===== config.mk =====
export PLATFORM = sky130hd
export DESIGN_NAME = if_id_skid_buffer
export DESIGN_NICKNAME = d
export VERILOG_FILES = /design/src/rtl/mips_pkg.sv /design/src/rtl/mips_field_decode.sv /design/src/rtl/if_id_skid_buffer.sv
export SDC_FILE = /design/constraint.sdc
export NUM_CORES = 1
export LEC_CHECK = 0
export BUFFER_PORTS_ARGS = -buffer_cell sky130_fd_sc_hd__buf_2
export CORE_UTILIZATION = 50
export CTS_BUF_LIST = sky130_fd_sc_hd__clkbuf_16
export CTS_CLUSTER_DIAMETER = 60
export CTS_CLUSTER_SIZE = 20
export DETAILED_ROUTE_END_ITERATION = 8
export GPL_TIMING_DRIVEN = 0
export HOLD_SLACK_MARGIN = 0.08
export PLACE_DENSITY = 0.8
export SLEW_MARGIN = 10
export SYNTH_ARGS = -nofsm -noshare
export SYNTH_HDL_FRONTEND = slang
export SYNTH_SLANG_ARGS = --single-unit

===== constraint.sdc =====
create_clock -name clk -period 1.92 [get_ports clk]
set_clock_uncertainty 0.05 [all_clocks]
set_input_delay 0.384 -clock clk [delete_from_list [all_inputs] [get_ports clk]]
set_output_delay 0.384 -clock clk [all_outputs]
set_load 0.02 [all_outputs]

===== src/rtl/mips_pkg.sv =====
// Shared MIPS pipeline definitions: skid-buffer state encoding, instruction
// field bit positions and the NOP encoding used as the reset value.
package mips_pkg;

    typedef enum logic [1:0] {
        EMPTY = 2'd0,
        ONE   = 2'd1,
        FULL  = 2'd2
    } skid_state_e;

    localparam int OPCODE_MSB = 31;
    localparam int OPCODE_LSB = 26;
    localparam int RS_MSB     = 25;
    localparam int RS_LSB     = 21;
    localparam int RT_MSB     = 20;
    localparam int RT_LSB     = 16;
    localparam int RD_MSB     = 15;
    localparam int RD_LSB     = 11;
    localparam int SHAMT_MSB  = 10;
    localparam int SHAMT_LSB  = 6;
    localparam int FUNCT_MSB  = 5;
    localparam int FUNCT_LSB  = 0;
    localparam int IMM_MSB    = 15;
    localparam int JADDR_MSB  = 25;

    localparam logic [31:0] NOP = 32'h0000_0000;

endpackage


===== src/rtl/mips_field_decode.sv =====
// Combinational R/I/J field slicer with immediate sign extension; no state,
// so it can be dropped into any pipeline stage that holds an instruction.
module mips_field_decode
    import mips_pkg::*;
(
    input  logic [31:0] instr_i,
    output logic [5:0]  opcode_o,
    output logic [4:0]  rs_o,
    output logic [4:0]  rt_o,
    output logic [4:0]  rd_o,
    output logic [4:0]  shamt_o,
    output logic [5:0]  funct_o,
    output logic [31:0] imm_sext_o,
    output logic [25:0] jaddr_o
);

    assign opcode_o   = instr_i[OPCODE_MSB:OPCODE_LSB];
    assign rs_o       = instr_i[RS_MSB:RS_LSB];
    assign rt_o       = instr_i[RT_MSB:RT_LSB];
    assign rd_o       = instr_i[RD_MSB:RD_LSB];
    assign shamt_o    = instr_i[SHAMT_MSB:SHAMT_LSB];
    assign funct_o    = instr_i[FUNCT_MSB:FUNCT_LSB];
    assign imm_sext_o = {{16{instr_i[IMM_MSB]}}, instr_i[IMM_MSB:0]};
    assign jaddr_o    = instr_i[JADDR_MSB:0];

endmodule


===== src/rtl/if_id_skid_buffer.sv =====
// IF/ID stage: 2-entry skid buffer between fetch and decode, plus field slices.
// Optional decode back-pressure counter enabled by IF_ID_STALL_COUNT_EN.
module if_id_skid_buffer
    import mips_pkg::*;
#(
    parameter int DATA_WIDTH  = 32,
    parameter int PC_WIDTH    = 32,
    parameter int COUNT_WIDTH = 16
) (
    input  logic                  clk,
    input  logic                  reset,
    input  logic [DATA_WIDTH-1:0] i_instruction,
    input  logic [PC_WIDTH-1:0]   i_pc,
    input  logic                  i_valid,
    output logic                  o_ready,
    input  logic                  i_flush,
    output logic [DATA_WIDTH-1:0] o_instruction,
    output logic [PC_WIDTH-1:0]   o_pc,
    output logic                  o_valid,
    input  logic                  i_ready,
    output logic [5:0]            o_opcode,
    output logic [4:0]            o_rs,
    output logic [4:0]            o_rt,
    output logic [4:0]            o_rd,
    output logic [4:0]            o_shamt,
    output logic [5:0]            o_funct,
    output logic [31:0]           o_imm_sext,
    output logic [25:0]           o_jaddr
`ifdef IF_ID_STALL_COUNT_EN
   ,output logic [COUNT_WIDTH-1:0] o_stall_count
`endif
);

    skid_state_e           state_q, state_d;
    logic [DATA_WIDTH-1:0] main_instr_q, main_instr_d;
    logic [PC_WIDTH-1:0]   main_pc_q, main_pc_d;
    logic [DATA_WIDTH-1:0] skid_instr_q, skid_instr_d;
    logic [PC_WIDTH-1:0]   skid_pc_q, skid_pc_d;
    logic                  in_fire, out_fire;

    // Handshake flags come from the state register alone, so fetch/decode see no comb path.
    assign o_valid  = (state_q != EMPTY);
    assign o_ready  = (state_q != FULL);
    assign in_fire  = i_valid & o_ready;
    assign out_fire = o_valid & i_ready;

    always_comb begin
        state_d      = state_q;
        main_instr_d = main_instr_q;
        main_pc_d    = main_pc_q;
        skid_instr_d = skid_instr_q;
        skid_pc_d    = skid_pc_q;
        if (i_flush) begin
            state_d = EMPTY;
        end else begin
            case (state_q)
                EMPTY: begin
                    if (in_fire) begin
                        state_d      = ONE;
                        main_instr_d = i_instruction;
                        main_pc_d    = i_pc;
                    end
                end
                ONE: begin
                    case ({in_fire, out_fire})
                        2'b10: begin
                            state_d      = FULL;
                            skid_instr_d = i_instruction;
                            skid_pc_d    = i_pc;
                        end
                        2'b01: state_d = EMPTY;
                        2'b11: begin
                            main_instr_d = i_instruction;
                            main_pc_d    = i_pc;
                        end
                        default: ;
                    endcase
                end
                FULL: begin
                    if (out_fire) begin
                        state_d      = ONE;
                        main_instr_d = skid_instr_q;
                        main_pc_d    = skid_pc_q;
                    end
                end
                default: state_d = EMPTY;
            endcase
        end
    end

    always_ff @(posedge clk or negedge reset) begin
        if (!reset) begin
            state_q      <= EMPTY;
            main_instr_q <= DATA_WIDTH'(NOP);
            main_pc_q    <= '0;
            skid_instr_q <= DATA_WIDTH'(NOP);
            skid_pc_q    <= '0;
        end else begin
            state_q      <= state_d;
            main_instr_q <= main_instr_d;
            main_pc_q    <= main_pc_d;
            skid_instr_q <= skid_instr_d;
            skid_pc_q    <= skid_pc_d;
        end
    end

    assign o_instruction = main_instr_q;
    assign o_pc          = main_pc_q;

    mips_field_decode u_field_decode (
        .instr_i    (o_instruction),
        .opcode_o   (o_opcode),
        .rs_o       (o_rs),
        .rt_o       (o_rt),
        .rd_o       (o_rd),
        .shamt_o    (o_shamt),
        .funct_o    (o_funct),
        .imm_sext_o (o_imm_sext),
        .jaddr_o    (o_jaddr)
    );

`ifdef IF_ID_STALL_COUNT_EN
    logic [COUNT_WIDTH-1:0] stall_count_q, stall_count_d;

    // Saturating count of back-pressured cycles; flush deliberately leaves it alone.
    always_comb begin
        stall_count_d = stall_count_q;
        if (o_valid && !i_ready && !(&stall_count_q)) begin
            stall_count_d = stall_count_q + 1'b1;
        end
    end

    always_ff @(posedge clk or negedge reset) begin
        if (!reset) begin
            stall_count_q <= '0;
        end else begin
            stall_count_q <= stall_count_d;
        end
    end

    assign o_stall_count = stall_count_q;
`else
    if (COUNT_WIDTH < 1) begin : g_count_width_unused
    end
`endif

endmodule


==> results.md <==
Timing:
- Static timing analysis puts the maximum clock frequency at 538 MHz.
- Setup repair after global routing could not meet its margin everywhere.
- The post-layout minimum cycle time is 1.86 ns.
- The pin slew with the least headroom to its limit is around 0.45 ns.
- The post-route fraction of the period consumed by the critical path is 0.969.
- The hold violation total from the final report is 0.
- The headroom to the max-slew limit is 0.702.
- The final-report setup violation count is 0.
- The final max-slew violation count is 0.

Pwr:
- In this run the power spent charging and discharging nets is 3090 uW.
- The switching power share of the total is 0.311.
- The share of power burned in the clock network is 0.294.
- The maximum vdd drop is a little over 0.7 mV.
- The leakage dissipation is 0.00417 uW.
- Of the total power, registers draw 0.388.
- The part of the total power dissipated in combinational logic is 0.318.
- The internal power summed over all cells is slightly below 7000 uW.
- The power density over the cells is 1170 nW/um^2.

Route:
- The detailed router placed 4,247 vias in this run.
- In this run the remaining antenna-violating nets after routing total 0.
- The uppermost metal layer occupied by signal nets is met4.
- The routed length on met1 is 5380 microns.
- Dividing the detail-routed wire length by the instance count gives 15.6 microns.
- The remaining design rule violation count is 0.
- The number of detailed-route iterations in the first pass is 4.
- The per-cell via count in the routed design is 4.78.
- The post-detailed-routing wire length is 13,900 microns.
- Detailed routing placed a total of approximately 7200 microns of wire on met2.
- The iteration-0 DRC count of the detailed router is 140.
- After detailed routing, the met3 layer carries 1050 microns of wire.

Cells and area:
- The layout filler cell count is 924.
- The finished cells cover about 8500 sq um.
- The ratio of cells with drive above 1 in the final layout is 0.783.
- The count of non-filler cells in the finished layout is slightly below 900.
- The net count of the finished layout is 776.
- The top cell types in the final layout, fill and taps aside, are 224 x buf_2, 185 x mux2_2, 128 x dfrtp_1, 105 x buf_4, 17 x clkbuf_16.
- Once layout is complete, the utilization of the core stands at 0.694.
- The layout-stage area growth over the synthesis result is 32.6%.
- The library cell used most frequently in the layout, excluding fill and tap cells, is buf_2.

GRT:
- In the global route stage, overall resource usage came out at 0.216.
- The pin count of the biggest net entering global routing is 85.
- The number of global-route vias before repair is between 4,000 and 5,000.
- The aggregate global routing overflow is 0.
- The initial antenna violation count is 1.
- The first-pass GRT wire length is 21,500 microns.

Logic synthesis:
- The number of nets produced by synthesis is between 500 and 600.
- The post-synthesis register bit count is 130.
- For this run, the number of Yosys warnings is 0.
- The synthesized instance count is about 450.
- The share of the Yosys chip area taken by registers is 0.509.
- Dividing the synthesized area by the synthesized cell count gives 14.3 sq um.
- The synthesized netlist contains 20 unique library cells.
- The netlist area before placement is 6390 sq um.

Floorplanning:
- The number of standard-cell rows in the floorplan is 40.
- The die boundary width is 115 microns.
- The placeable core region is 12,200 sq um.
- The die span in y is ~120 microns.
- Pin placement for this block handled 225 I/O pins.
- The full die area is between 10,000 and 15,000 sq um.
- The initial core utilization is 0.523.

Placed design:
- The placed instances occupy a cell area of 7760 sq um.
- The placed cell count is about 840.
- The routability congestion estimate is around 0.7.
- The number of port buffers is between 200 and 250.
- The placed wire-length estimate after detailed placement is 9940 microns.

Setup path:
- Data on the critical path arrives at its endpoint at between 2 and 2.5 ns.
- The kind of start point of the critical path is a register.
- The largest fanout on the critical path is 10.
- STA classifies the critical path endpoint as a register.
- The critical path is of the register to register type.
- At the worst endpoint, the required time is approximately 2.2 ns.

Flow run:
- The number of max-cap violations is 0.

Clock tree:
- TritonCTS built the clock tree.
- At the later pin of the worst-skew pair, clock insertion delay measures between 0.4 and 0.5 ns.
- The clock net sink count is 130.
- The count of H-tree levels built during CTS is 4.
- The clock tree root buffer cell is clkbuf_16.
- In this run the deepest clock path goes through 2 buffers.
- The number of buffers created by CTS is 17.
- After clock tree synthesis, the clock-pin slew on the worst setup and hold paths is ~0.050 ns.

Worst hold path:
- In this run the worst hold path is classified as input pin to register.

Run status:
- The run finished with clean final reports.
-- cells by family after synthesis --
kind of cell	Yosys count	synth area share
AO/OA/AOI/OAI	5	0.00666
buffers and inverters	111	0.137
flip-flops	130	0.509
multiplexers	192	0.338
AND/OR/NAND/NOR	10	0.00920
-- cells in the mapped netlist --
| master | n | share of area |
|---|---|---|
| mux2_2 | 185 | 0.33 |
| dfrtp_1 | 130 | 0.51 |
| buf_4 | 93 | 0.11 |
| buf_6 | 14 | 0.025 |
| mux2_1 | 7 | 0.012 |
| buf_2 | 3 | 0.0023 |
| a21oi_1 | 2 | 0.0016 |
| nand2_1 | 2 | 0.0012 |
| a21oi_4 | 1 | 0.0025 |
| inv_1 | 1 | 0.00059 |
| nand2b_1 | 1 | 0.00098 |
| nand3b_1 | 1 | 0.0012 |
| nor2_1 | 1 | 0.00059 |
| nor2b_1 | 1 | 0.00098 |
| nor2b_2 | 1 | 0.0014 |
| nor3_1 | 1 | 0.00078 |
| nor3b_1 | 1 | 0.0012 |
| o21a_1 | 1 | 0.0012 |
| o22a_1 | 1 | 0.0014 |
| or2_2 | 1 | 0.00098 |
-- worst max-delay path: stages (launching register included) --
cell	delay, ns
dfrtp_1	0.42
nor2b_2	0.21
nor3b_1	0.25
buf_4	0.27
buf_6	0.19
mux2_2	0.35
-- power by group through the flow --
stage / clock (uW) / combinational [uW] / sequential [uW]
floorplan: 0 / 1860 / 4130
global placement: 0 / 3080 / 3820
detailed placement: 0 / 3160 / 3890
CTS: 2980 / 3190 / 3860
global route: 3110 / 3370 / 3950
finish: 2920 / 3160 / 3860
-- through the flow --
| stage | setup TNS [ns] | setup WS [ns] | hold WS [ns] | total power (uW) |
|---|---|---|---|---|
| after floorplan | 0 | 0.231 | 0.0384 | 5990 |
| after global placement | -164.37 | -1.24 | 0.433 | 6900 |
| after detailed placement | -7.52 | -0.158 | 0.294 | 7060 |
| after CTS | -0.0482 | -0.0482 | 0.141 | 10000 |
| after global routing | -2.36 | -0.0684 | 0.157 | 10400 |
| final | 0 | 0.0603 | 0.161 | 9930 |
-- state kept, by name (all words and copies together), names as in the netlist --
register	cells
o_pc	32
skid_pc_q	32
skid_instr_q	32
state_q	2
o_instruction	32
-- path summary, 6_finish.rpt --
| kind | slack (ns) | startpoint | depth (start not counted) | end |
|---|---|---|---|---|
| hold / removal | 0.16 | i_flush | 2 | state_q[0]$_DFFE_PN0P_ |
| setup / recovery | 0.06 | state_q[1]$_DFFE_PN0P_ | 5 | skid_instr_q[26]$_DFFE_PN0P_ |
| hold reg to reg | 0.45 | skid_instr_q[28]$_DFFE_PN0P_ | 1 | skid_instr_q[28]$_DFFE_PN0P_ |
| min in group asynchronous | 0.43 | reset | 2 | o_pc[7]$_DFFE_PN0P_ |
| max in group asynchronous | 0.59 | reset | 3 | state_q[0]$_DFFE_PN0P_ |
| setup reg to reg | 0.06 | state_q[1]$_DFFE_PN0P_ | 5 | skid_instr_q[26]$_DFFE_PN0P_ |
-- routing by layer --
layer  global-route usage  vias up
li1                     -     2003
met1                0.238     2075
met2                0.385      152
met3               0.0727       17
met4               0.0848        0
met5                    0        -
-- what timing repair did --
action                                  4_1_cts  5_1_grt
pin swaps                                     1        0
hold endpoints to repair                     46        0
setup buffers                                 6        8
endpoints found under the setup margin       62       61
gates resized for setup                       7       10
hold buffers                                  1        0
-- area by class of cell --
type	count	area, sq um	area share
antenna	1	2.50	0.000295
buffer	110	906	0.107
clock buffer	17	425	0.0502
clock inverter	14	110	0.0130
inverter	1	3.75	0.000443
multi-input combinational	207	2270	0.268
sequential	130	3260	0.384
tap	168	210	0.0248
timing repair buffer	240	1290	0.152
No activity file was read; power rests on OpenSTA's default activity.
